==> config.mk <==
export PLATFORM = sky130hd
export DESIGN_NAME = serial_frame_rx
export DESIGN_NICKNAME = d
export VERILOG_FILES = /design/src/rtl/serial_frame_rx_pkg.sv /design/src/rtl/serial_frame_rx_sync_2ff.sv /design/src/rtl/serial_frame_rx.sv
export SDC_FILE = /design/constraint.sdc
export NUM_CORES = 1
export LEC_CHECK = 0
export BUFFER_PORTS_ARGS = -buffer_cell sky130_fd_sc_hd__buf_2
export CAP_MARGIN = 10
export CORE_MARGIN = 3
export CORE_UTILIZATION = 40
export DETAILED_ROUTE_END_ITERATION = 16
export GPL_TIMING_DRIVEN = 0
export PLACE_DENSITY = 0.69
export SYNTH_ARGS = -nofsm -noshare
export SYNTH_HDL_FRONTEND = slang
export SYNTH_HIERARCHICAL = 1
export SYNTH_SLANG_ARGS = --single-unit
==> constraint.sdc <==
create_clock -name clk -period 3.58 [get_ports clk]
set_input_delay 0.358 -clock clk [delete_from_list [all_inputs] [get_ports clk]]
set_output_delay 0.358 -clock clk [all_outputs]
set_load 0.01 [all_outputs]
==> src/rtl/serial_frame_rx_pkg.sv <==
// Shared definitions for the inter-FPGA serial link (receiver and transmit shift register).
package serial_frame_rx_pkg;

  typedef enum logic [1:0] {
    IDLE  = 2'd0,
    START = 2'd1,
    DATA  = 2'd2,
    STOP  = 2'd3
  } rx_state_t;

  localparam logic START_BIT  = 1'b0;
  localparam logic STOP_BIT   = 1'b1;
  localparam logic IDLE_LEVEL = 1'b1;

endpackage

==> src/rtl/serial_frame_rx_sync_2ff.sv <==
// Two-flop synchronizer for an asynchronous single-bit input; runs every clk.
module sync_2ff
  import serial_frame_rx_pkg::*;
#(
  parameter logic RESET_VAL = IDLE_LEVEL
) (
  input  logic clk,
  input  logic reset,
  input  logic d,
  output logic q
);

  logic meta;

  always_ff @(posedge clk) begin
    if (reset) begin
      meta <= RESET_VAL;
      q    <= RESET_VAL;
    end else begin
      meta <= d;
      q    <= meta;
    end
  end

endmodule

==> src/rtl/serial_frame_rx.sv <==
// Framed serial receiver: start bit 0, WIDTH data bits LSB first, stop bit 1,
// oversampled at CLKS_PER_BIT enabled ticks per bit.
module serial_frame_rx
  import serial_frame_rx_pkg::*;
#(
  parameter int unsigned WIDTH        = 32,
  parameter int unsigned CLKS_PER_BIT = 16
) (
  input  logic             clk,
  input  logic             reset,
  input  logic             enable,
  input  logic             SI,
  output logic [WIDTH-1:0] data_out,
  output logic             data_valid,
  output logic             frame_err,
  output logic             busy
);

  localparam int unsigned TW = $clog2(CLKS_PER_BIT);
  localparam int unsigned BW = $clog2(WIDTH);
  localparam logic [TW-1:0] HALF_M1  = TW'(CLKS_PER_BIT / 2 - 1);
  localparam logic [TW-1:0] FULL_M1  = TW'(CLKS_PER_BIT - 1);
  localparam logic [BW-1:0] LAST_BIT = BW'(WIDTH - 1);

  logic s;

  sync_2ff #(.RESET_VAL(IDLE_LEVEL)) u_sync (
    .clk   (clk),
    .reset (reset),
    .d     (SI),
    .q     (s)
  );

  rx_state_t        state, state_n;
  logic [TW-1:0]    tick_cnt, tick_n;
  logic [BW-1:0]    bit_cnt, bit_n;
  logic [WIDTH-1:0] shreg, shreg_n, data_n;
  logic             armed, armed_n, valid_n, err_n;

  always_ff @(posedge clk) begin
    if (reset) begin
      state      <= IDLE;
      tick_cnt   <= '0;
      bit_cnt    <= '0;
      shreg      <= '0;
      armed      <= 1'b1;
      data_out   <= '0;
      data_valid <= 1'b0;
      frame_err  <= 1'b0;
    end else begin
      state      <= state_n;
      tick_cnt   <= tick_n;
      bit_cnt    <= bit_n;
      shreg      <= shreg_n;
      armed      <= armed_n;
      data_out   <= data_n;
      data_valid <= valid_n;
      frame_err  <= err_n;
    end
  end

  // Pulses default low every clk so they last one cycle even when enable is low.
  always_comb begin
    state_n = state;
    tick_n  = tick_cnt;
    bit_n   = bit_cnt;
    shreg_n = shreg;
    armed_n = armed;
    data_n  = data_out;
    valid_n = 1'b0;
    err_n   = 1'b0;
    if (enable) begin
      unique case (state)
        IDLE: begin
          if (!armed) begin
            if (s == IDLE_LEVEL) armed_n = 1'b1;
          end else if (s == START_BIT) begin
            state_n = START;
            tick_n  = '0;
          end
        end
        START: begin
          if (tick_cnt == HALF_M1) begin
            tick_n = '0;
            if (s == START_BIT) begin
              state_n = DATA;
              bit_n   = '0;
            end else begin
              state_n = IDLE;
            end
          end else begin
            tick_n = tick_cnt + TW'(1);
          end
        end
        DATA: begin
          if (tick_cnt == FULL_M1) begin
            tick_n  = '0;
            shreg_n = {s, shreg[WIDTH-1:1]};
            if (bit_cnt == LAST_BIT) state_n = STOP;
            else                     bit_n   = bit_cnt + BW'(1);
          end else begin
            tick_n = tick_cnt + TW'(1);
          end
        end
        STOP: begin
          if (tick_cnt == FULL_M1) begin
            tick_n  = '0;
            state_n = IDLE;
            if (s == STOP_BIT) begin
              data_n  = shreg;
              valid_n = 1'b1;
            end else begin
              // Line stuck low after a bad stop bit must go high before re-arming.
              err_n   = 1'b1;
              armed_n = 1'b0;
            end
          end else begin
            tick_n = tick_cnt + TW'(1);
          end
        end
        default: state_n = IDLE;
      endcase
    end
  end

  assign busy = (state != IDLE);

endmodule
==> results of run 1 <==
[stage by stage]
stage / hold slack, ps / instance area [µm²]
after floorplan: 385 / 3110
after detailed placement: 395 / 3410
after CTS: 161 / 3600
after global routing: 168 / 3600
final: 177 / 3600
after global placement: 392 / 3410
[kinds of logic after synthesis]
| kind of cell | count (synthesis) |
|---|---|
| multiplexers | 4 |
| adder cells (fa/ha/maj) | 3 |
| XOR/XNOR | 1 |
| buffers and inverters | 32 |
| AND/OR/NAND/NOR | 168 |
| flip-flops | 80 |
| AO/OA/AOI/OAI | 86 |
[routing by layer]
metal | GRT usage [%] | part of all wire, % | vias to the layer above
met5 | 0 | 0 | -
met1 | 19.6 | 47 | 1194
met4 | 4.69 | 0.98 | 0
met3 | 5.29 | 5.8 | 7
met2 | 24.1 | 46 | 76
li1 | - | - | 1331
[critical path, stage by stage (launching register included)]
cell	delay, ps
dfxtp_1	380
ha_1	300
and4_4	290
nand4_1	220
clkbuf_1	320
nand2_1	160
a21oi_2	60
[how the worst max path moves through the flow]
stage	startpoint	end	slack, ps	depth (start not counted)
6_report	tick_cnt[0]$_SDFFE_PP0P_	data_out[26]$_SDFFE_PP0P_	1730	6
5_1_grt	tick_cnt[0]$_SDFFE_PP0P_	data_out[2]$_SDFFE_PP0P_	1530	6
4_1_cts	tick_cnt[0]$_SDFFE_PP0P_	data_out[10]$_SDFFE_PP0P_	1730	6
3_5_place_dp	reset	data_out[9]$_SDFFE_PP0P_	1640	5
3_3_place_gp	reset	data_out[9]$_SDFFE_PP0P_	1700	5
2_1_floorplan	bit_cnt[0]$_SDFFE_PP0P_	bit_cnt[1]$_SDFFE_PP0P_	1920	6
[cells in the final DEF, fill, tap and decap left out, types with 2 or more instances in the layout]
cell type and n:
dfxtp_1 80, buf_6 3, buf_2 46, a21oi_1 54, nand2_1 131, a21oi_2 13, nand2b_1 4, ha_1 3
nand4_1 2, and3_1 3, clkinv_4 2, clkbuf_8 10, inv_1 4, nor3_1 3, or2_1 2, clkbuf_1 10
clkinvlp_4 2, nand3_1 3, a31oi_1 4, nor2b_1 2, mux2i_1 3, o21ai_1 2, o31ai_1 2, inv_6 2
nor2_1 9, buf_4 3
[power by group]
| group | total [mW] | internal (mW) | switching, mW |
|---|---|---|---|
| registers | 0.894 | 0.892 | 0.00221 |
| logic | 0.0493 | 0.0148 | 0.0346 |
| clock network | 0.619 | 0.277 | 0.342 |
[final cells by class]
cell class | count | area [µm²]
clock buffers | 10 | 138
fillers | 736 | 3810
flip-flops and latches | 80 | 1600
clock inverters | 6 | 50.0
multi-input cells | 262 | 1340
inverters | 5 | 18.8
repair buffers | 37 | 185
well taps | 99 | 124
plain buffers | 27 | 148
[flip-flops by register name, summed over array words and instances, names as in the netlist, named ones only]
register and count:
data_out 32, shreg 32, bit_cnt 5, tick_cnt 4, armed 1, data_valid 1, frame_err 1, state 1
u_sync/meta 1, u_sync/q 1
==> run summary, run 1 <==
Outcome: completed
Top post-synthesis cells by area: dfxtp_1 (52%), nand2_1 (16%), a21oi_1 (8.7%)
Ys Warns: 6
Largest net degree at the start of global routing: 16
I/O Pins: 39
Post-synth top cells: nand2_1 (131), dfxtp_1 (80), a21oi_1 (54)
Hold Path Origin: SI
Design Power: 1.56 mW
Initial core utilization: 41.9%
Fraction of layout cells with a size suffix above 1: 20.6%
Nets: 429
CTS resizes: 0
Post-Route WL: 6240 µm
CP arrival: 2080 ps
Worst setup margin: 1730 ps
Hold crit path type: input port to register
Fin Setup TNS: 0 ps
DR DRC count: 0
Adder-cell share of the synthesized area: 1.21%
Fin. max-slew vios: 0
Worst-path clk slew: 80 ps
Syn_nets: 381
VDD IR-drop max: 0.310 mV
First-pass GRT wire length: 10700 µm
Final min period: 1850 ps
Ys flop type: dfxtp_1
Vias per cell: 4.96
Critical Path Source Type: register
CTS buffer count: 9
Distinct cell type count after synthesis: 47
DR vias: 2608
Inst Count DP: 510
Die ar.: 8860 µm²
Clk_lat worst skew: 360 ps
Critical path fanouts, max: 10
Synth Area in XOR/XNOR: 0.282%
Mux contribution to synthesized area: 1.33%
Die X: 94.1 µm
Critical path class: register to register
Worst hold stages: 2
DR pass1 iterations: 4
Avg Inst Size Synth: 8.30 µm²
Fin. Hold Viols: 0
Synthesized instance count: 374
Synth Area in Simple Gates: 23.0%
Unrepaired setup endpoints after global routing: false
CTS tree: yes
Clock Sinks: 80
Seq cells post-synth: 80
GP Congestion: 0.832
Htree depth: 3
Slew @ Worst Pin: 737 ps
CTS max path bufs: 2
Initial antenna violation count: 0
Power Density: 434 nW/µm²
Reg2Reg Launch Point: tick_cnt[0]$_SDFFE_PP0P_
N_diodes: 0
Post-route insts no fill: 526
Count leader, synth: nand2_1
R2R Path End: data_out[26]$_SDFFE_PP0P_
# setup viols final: 0
CTS root buf: clkbuf_8
CP Capture Type: register
Max cap viols: 0
Core area: 7410 µm²
DRT iter0 DRCs: 105
Setup WS pre-CTS: 1640 ps
Setup slack, reg-to-reg: 1730 ps
Die Y: 94.1 µm
Yosys top cell area share: 51.6%
Register area share after synthesis: 51.6%
Hold Path Sink: u_sync/meta$_SDFF_PP1_
# Post-CTS Setup Buffers: 0
Wire length per cell: 11.9 µm
Vias in the first global route: 2323
Finished Core Util: 48.6%
Post-synth ARST share: 0%
Yosys top cell by area: dfxtp_1
GRT Total Usage: 15.3%
Clock Skew: 10.6 ps
GR Overflow Total: 0
Port buffer count: 37
Mapped cell area: 3110 µm²
Max-slew headroom: 50.9%
Cell row count: 31
Tcrit/Tclk final: 51.6%
Post-synth EDFFs: 0
Worst R2R Path Depth: 6
Layout Area Growth over Synthesis: 16.0%
Largest family of logic cells by synthesized area: simple AND/OR/NAND/NOR gates
FMAX: 0.541 GHz
ANT nets after route: 0
Pleak: 1.33 nW
WP data required: 3810 ps
Hold_buf cts: 0
Post-synthesis compound-gate area fraction: 17.2%
DP Wirelength: 4390 µm
(Power assumes the default switching activity.)
==> inputs of run 2 (changes only) <==
ABC_AREA = 1   (was not set)
clock period = 1.91 ns   (was 3.58 ns; I/O delays follow)
==> run 2 against run 1 <==
Critical path depth is 4 higher. Worst setup slack got worse by 1500 ps. Count of clock-buffer cells in the layout rose by 2. Non-clock buffer count decreased by 5. Largest cell class unchanged.
==> run summary, run 2 <==
N_diodes: 0 (unchanged)
Avg Inst Size Synth: 7.81 µm² (-6.0%)
Synthesized instance count: 392 (+4.8%)
Port buffer count: 37 (unchanged)
WP data required: 2150 ps (-1660 ps)
CTS max path bufs: 2 (unchanged)
Ys flop type: dfxtp_1
I/O Pins: 39 (unchanged)
DP Wirelength: 4370 µm (-0.41%)
Vias in the first global route: 2450 (+5.5%)
Slew @ Worst Pin: 397 ps (-340 ps)
Initial core utilization: 41.7% (-0.17 points)
Internal power: 2.33 mW (+97%)
Ys Warns: 6 (unchanged)
Synth Area in Simple Gates: 24.7% (+1.6 points)
Combinational Power Share: 2.8% (-0.4 points)
DR pass1 iterations: 4 (unchanged)
Hold_buf cts: 0 (unchanged)
ANT nets after route: 0 (unchanged)
Fin. max-slew vios: 0 (unchanged)
Finished Core Util: 48.5% (-0.10 points)
Clock Sinks: 80 (unchanged)
CP Buf/Inv Count: 0 (-1)
Post-synthesis compound-gate area fraction: 14.1% (-3.1 points)
Mapped cell area: 3060 µm² (-1.5%)
Critical Path Source Type: register
CP Capture Type: register
Pleak: 1.65 nW (+24%)
Die X: 93.5 µm (-0.68%)
Post-synth ARST share: 0% (unchanged)
VDD IR-drop max: 0.441 mV (+42%)
Worst-path clk slew: 70 ps (about the same)
Fraction of layout cells with a size suffix above 1: 17.6% (-3.0 points)
GP Congestion: 0.769 (-7.6%)
Die Y: 93.5 µm (-0.68%)
Seq cells post-synth: 80 (unchanged)
Fill cell count: 713 (-3.1%)
Clock Skew: 5.80 ps (-4.85 ps)
# Post-CTS Setup Buffers: 0 (unchanged)
Register area share after synthesis: 52.3% (+0.76 points)
Distinct cell type count after synthesis: 29 (-38%)
Tcrit/Tclk final: 86.6% (+35 points)
Commonest non-fill, non-tap cell in the layout: nor2_1
Post-synth EDFFs: 0 (unchanged)
Unrepaired setup endpoints after global routing: false
Syn_nets: 399 (+4.7%)
CTS buffer count: 9 (unchanged)
Max cap viols: 0 (unchanged)
Die ar.: 8740 µm² (-1.4%)
Outcome: completed
Critical path class: register to register
Yosys top cell by area: dfxtp_1
CTS tree: yes
Adder-cell share of the synthesized area: 1.23% (+0.018 points)
Worst setup margin: 255 ps (-1480 ps)
GR Overflow Total: 0 (unchanged)
First-pass GRT wire length: 10900 µm (+2.4%)
Core area: 7330 µm² (-1.0%)
DRT iter0 DRCs: 139 (+32%)
CP arrival: 1890 ps (-190 ps)
Count leader, synth: nor2_1
Layout Area Growth over Synthesis: 16.2%
Cell row count: 31 (unchanged)
Wire length per cell: 11.5 µm (-3.1%)
Cell Chain, Critical Path: ha_1 > nand2_1 > nor2_1 > ha_1 > nor2_1 > o21ai_2 > nor2_2 > nand2_1 > nand2_1 > nor2_1
Synth Area in XOR/XNOR: 0.859% (+0.58 points)
Clk_lat worst skew: 340 ps (-20 ps)
# setup viols final: 0 (unchanged)
Yosys top cell area share: 52.3% (+0.76 points)
Htree depth: 3 (unchanged)
Top post-synthesis cells by area: dfxtp_1 (52%), nor2_1 (17%), o21ai_0 (11%)
Final instance area: 3560 µm² (-1.3%)
DR DRC count: 0 (unchanged)
Flop pwr share: 56.5% (-0.7 points)
Slowest CP cell: dfxtp_1
CTS resizes: 0 (unchanged)
CTS root buf: clkbuf_8
Largest family of logic cells by synthesized area: simple AND/OR/NAND/NOR gates
Fin. Hold Viols: 0 (unchanged)
Post-Route WL: 6240 µm (unchanged)
Power Density: 833 nW/µm² (+92%)
Post-synth top cells: nor2_1 (139), dfxtp_1 (80), o21ai_0 (67)
Most frequent cells in the layout: nor2_1 (139), dfxtp_1 (80), o21ai_0 (67), buf_2 (42), nand2_1 (26)
Largest registers: data_out: 32 flops, shreg: 32 flops, bit_cnt: 5 flops
Max-slew headroom: 73.5% (+23 points)
Setup WS pre-CTS: 251 ps (-1390 ps)
Sw power: 0.637 mW (+68%)
Vias per cell: 4.69 (-5.3%)
Critical path fanouts, max: 6 (-4)
CP delay by family, top: simple AND/OR/NAND/NOR gates
Design Power: 2.96 mW (+90%)
Fin Setup TNS: 0 ps (unchanged)
Initial antenna violation count: 0 (unchanged)
DR vias: 2549 (-2.3%)
Nets: 447 (+4.2%)
Mux contribution to synthesized area: 0% (-1.3 points)
Sw Ratio: 21.5% (-2.7 points)
Largest net degree at the start of global routing: 13 (-3)
CP peak stage delay: 340 ps (-40 ps)
Final min period: 1650 ps (-193 ps)
FMAX: 0.604 GHz (+12%)
GRT Total Usage: 15.7% (+0.41 points)
Hold crit path type: input port to register
Clk network pwr share: 40.6% (+1.0 points)
Post-place instance area: 3370 µm² (-1.3%)
-- run 2: cell count changes after synthesis, moves of 4 or more --
cell	delta
nand2b_1	-4
nand2_1	-105
a31oi_1	-4
inv_1	+9
nand3_1	+4
a21oi_2	-13
nor2_1	+130
a21oi_1	-45
buf_2	-4
o21ai_0	+66
-- run 2: path summary, 6_finish.rpt --
path                             end               startpoint  slack, ps  depth (start not counted)
max          bit_cnt[4]$_SDFFE_PP0P_  bit_cnt[0]$_SDFFE_PP0P_        260                         10
min           u_sync/meta$_SDFF_PP1_                       SI         20                          3
max reg2reg  bit_cnt[4]$_SDFFE_PP0P_  bit_cnt[0]$_SDFFE_PP0P_        260                         10
min reg2reg      u_sync/q$_SDFF_PP1_   u_sync/meta$_SDFF_PP1_        410                          2
-- run 2: layout make-up --
type | instances | area, µm² | area share [%]
flip-flops and latches | 80 | 1600 | 45.0
inverters | 18 | 67.6 | 1.90
repair buffers | 37 | 185 | 5.21
clock buffers | 12 | 145 | 4.08
well taps | 99 | 124 | 3.48
plain buffers | 22 | 141 | 3.97
clock inverters | 3 | 42.5 | 1.20
multi-input cells | 272 | 1250 | 35.1
-- run 2: kinds of logic after synthesis --
group | Yosys count
compound gates | 82
xor+xnor | 3
fa+ha+maj | 3
buf+inv | 40
flops | 80
simple gates | 184
-- run 2: per-stage QoR --
| step | hold slack [ps] | cells |
|---|---|---|
| 2_1_floorplan | 283 | 392 |
| 3_3_place_gp | 373 | 528 |
| 3_5_place_dp | 374 | 528 |
| 4_1_cts | 11.2 | 543 |
| 5_1_grt | 39.8 | 543 |
| 6_report | 24.4 | 543 |
-- run 2: tightest hold or removal path, delay by kind of cell --
family	cells	cell delay [ps]
buffers and inverters	2	100
AND/OR/NAND/NOR	1	50
-- run 2: power groups by stage --
stage / Combinational, mW / Clock, mW / Sequential (mW)
after floorplan: 0.0624 / 0 / 1.71
after global placement: 0.0821 / 0 / 1.71
after detailed placement: 0.0833 / 0 / 1.72
after CTS: 0.0840 / 1.23 / 1.68
after global routing: 0.0971 / 1.31 / 1.68
final: 0.0841 / 1.20 / 1.68
-- run 2: metal layers --
metal | vias up | global-route usage, % | wire length (µm)
met5 | - | 0 | 0
met4 | 0 | 5.86 | 90
met3 | 10 | 3.70 | 241
met2 | 45 | 25.6 | 2800
met1 | 1143 | 20.1 | 3100
li1 | 1351 | - | -
==> inputs of run 3 (changes only) <==
BUFFER_PORTS_ARGS = not set   (was -buffer_cell sky130_fd_sc_hd__buf_2)
CORE_ASPECT_RATIO = 0.8   (was not set)
DONT_BUFFER_PORTS = 1   (was not set)
PLACE_DENSITY = 0.66   (was 0.69)
clock period = 1.4 ns   (was 1.91 ns; I/O delays follow)
==> run 3 against run 2 <==
The run now ends with setup timing left. Clock power rose by 70%. Largest power group unchanged. Hold slack improved by 72 ps. Count of clock-buffer cells in the layout fell by 1. Critical endpoint is now bit_cnt[3]$_SDFFE_PP0P_.
==> run summary, run 3 (synthesized netlist as in run 2, its figures left out) <==
GP Congestion: 0.800 (+4.0%)
CTS buffer count: 9 (unchanged)
Unrepaired setup endpoints after global routing: true
First-pass GRT wire length: 11000 µm (+1.0%)
Design Power: 4.46 mW (+51%)
Outcome: complete, but fails checks
Port buffer count: 0 (-100%)
Internal power: 3.55 mW (+53%)
Flop pwr share: 51.2% (-5.3 points)
Post-place instance area: 3190 µm² (-5.3%)
CTS root buf: clkbuf_8
I/O Pins: 39 (unchanged)
Fraction of layout cells with a size suffix above 1: 29.7% (+12 points)
Initial antenna violation count: 0 (unchanged)
Critical path fanouts, max: 6 (unchanged)
Vias in the first global route: 2232 (-8.9%)
Die ar.: 8740 µm² (about the same)
Clock Skew: 7.88 ps (+2.09 ps)
Finished Core Util: 55.5% (+7.0 points)
Area of the multi-input gates: 1470 µm² (+18%)
GR Overflow Total: 0 (unchanged)
CP Capture Type: register
Vias per cell: 4.83 (+3.0%)
Critical path class: register to register
Most frequent cells in the layout: nor2_1 (96), dfxtp_1 (75), nor2_2 (41), o21ai_0 (38), nand2_1 (25)
Post-Route WL: 6970 µm (+12%)
Slew @ Worst Pin: 646 ps (+249 ps)
Worst hold slack: 96.6 ps (+72.2 ps)
Htree depth: 3 (unchanged)
DR DRC count: 0 (unchanged)
Setup WS pre-CTS: -233 ps (-485 ps)
DR vias: 2552 (+0.12%)
Initial core utilization: 42.7% (+0.98 points)
Die Y: 84.2 µm (-9.9%)
Combinational Power Share: 3.0% (+0.2 points)
Setup slack, reg-to-reg: -40 ps (-300 ps)
Max-slew headroom: 56.9% (-17 points)
Hold crit path type: input port to register
CTS tree: yes
Fin. max-slew vios: 0 (unchanged)
DR pass1 iterations: 4 (unchanged)
Core area: 7160 µm² (-2.3%)
Hold Path Sink: tick_cnt[1]$_SDFFE_PP0P_
Clk_lat worst skew: 350 ps (about the same)
Final instance area: 3970 µm² (+12%)
Sw power: 0.909 mW (+43%)
R2R Path End: bit_cnt[3]$_SDFFE_PP0P_
CTS max path bufs: 2 (unchanged)
Worst-path clk slew: 80 ps (about the same)
Critical Path Source Type: register
Fill cell count: 663 (-7.0%)
Sw Ratio: 20.4% (-1.1 points)
FMAX: 0.694 GHz (+15%)
Pleak: 1.65 nW (about the same)
Power Density: 1120 nW/µm² (+35%)
WP data required: 1680 ps (-470 ps)
Wire length per cell: 13.2 µm (+15%)
DRT iter0 DRCs: 115 (-17%)
Hold Path Origin: reset
Worst R2R Path Depth: 9 (-1)
Clk network pwr share: 45.8% (+5.2 points)
VDD IR-drop max: 0.514 mV (+17%)
Reg area: 1610 µm² (+0.70%)
ANT nets after route: 0 (unchanged)
N_diodes: 0 (unchanged)
Cell row count: 27 (-13%)
Commonest non-fill, non-tap cell in the layout: nor2_1
DP Wirelength: 4330 µm (-0.85%)
CP arrival: 1720 ps (-170 ps)
GRT Total Usage: 15.6% (-0.12 points)
Max cap viols: 0 (unchanged)
Layout Area Growth over Synthesis: 29.8%
Final min period: 1440 ps (-214 ps)
Failing checks: setup timing
Clock Sinks: 80 (unchanged)
Worst hold stages: 2 (-1)
Die X: 104 µm (+11%)
# setup viols final: 41 (+41)
Nets: 429 (-4.0%)
Worst setup margin: -41.3 ps (-296 ps)
Tcrit/Tclk final: 103% (+16 points)
Fin. Hold Viols: 0 (unchanged)
Largest registers: data_out: 32 flops, shreg: 32 flops, bit_cnt: 5 flops
Reg2Reg Launch Point: bit_cnt[0]$_SDFFE_PP0P_
Largest net degree at the start of global routing: 14 (+1)
==> run 3: cell types whose count changed in the layout (fill, tap and decap cells not counted), sizes merged <==
cell         before  now
buf              51   30
clkinvlp          1    0
inv              17   18
bufinv            1    3
clkbuf           20   19
dlygate4sd3       0    3
==> run 3: power groups by stage <==
stage | logic, mW | clock network (mW) | registers [mW]
detailed placement | 0.111 | 0 | 2.34
global placement | 0.108 | 0 | 2.34
global route | 0.152 | 2.19 | 2.29
floorplan | 0.0853 | 0 | 2.34
finish | 0.134 | 2.04 | 2.28
CTS | 0.121 | 2.09 | 2.28
==> run 3: routing by layer <==
layer	global-route usage, %	share of wire [%]	vias to the layer above
li1	-	-	1323
met5	0	0	-
met3	6.76	5.8	4
met4	4.23	0.75	0
met1	20.1	48	1175
met2	23.9	45	50
==> run 3: worst max-delay path, cell delays in order (launching register included) <==
cell	delay (ps)
dfxtp_4	360
ha_4	160
nand2_2	70
nor2_2	30
ha_2	180
nor2_4	110
o21ai_4	90
nor2_4	170
nand2_1	70
a21oi_1	140
==> run 3: area by class of cell <==
class	count	share of cell area [%]
plain buffers	22	5.38
clock buffers	11	3.56
clock inverters	5	2.61
inverters	18	2.20
multi-input cells	272	37.0
flip-flops and latches	80	40.6
well taps	101	3.18
repair buffers	19	5.51
==> run 3: worst max path at each step <==
stage,from,endpoint,slack [ps],cells past startpoint
2_1_floorplan,bit_cnt[0]$_SDFFE_PP0P_,bit_cnt[1]$_SDFFE_PP0P_,5,10
3_3_place_gp,tick_cnt[0]$_SDFFE_PP0P_,data_out[11]$_SDFFE_PP0P_,-200,7
3_5_place_dp,tick_cnt[0]$_SDFFE_PP0P_,shreg[7]$_SDFFE_PP0P_,-230,7
4_1_cts,bit_cnt[1]$_SDFFE_PP0P_,bit_cnt[4]$_SDFFE_PP0P_,-70,10
5_1_grt,bit_cnt[0]$_SDFFE_PP0P_,bit_cnt[4]$_SDFFE_PP0P_,-150,10
6_report,bit_cnt[0]$_SDFFE_PP0P_,bit_cnt[3]$_SDFFE_PP0P_,-40,9
==> run 3: per-stage QoR <==
step	setup TNS, ps	std cells
2_1_floorplan	0	392
3_3_place_gp	-9790	493
3_5_place_dp	-12630	493
4_1_cts	-422	520
5_1_grt	-5990	528
6_report	-742	528
==> run 3: what timing repair did <==
action | in CTS | in global routing
hold endpoints to repair | 2 | 0
pin swaps | 12 | 20
resized for setup | 65 | 77
setup buffers | 6 | 2
cloned | 2 | 6
endpoints found under the setup margin | 71 | 69
hold buffers | 3 | 0
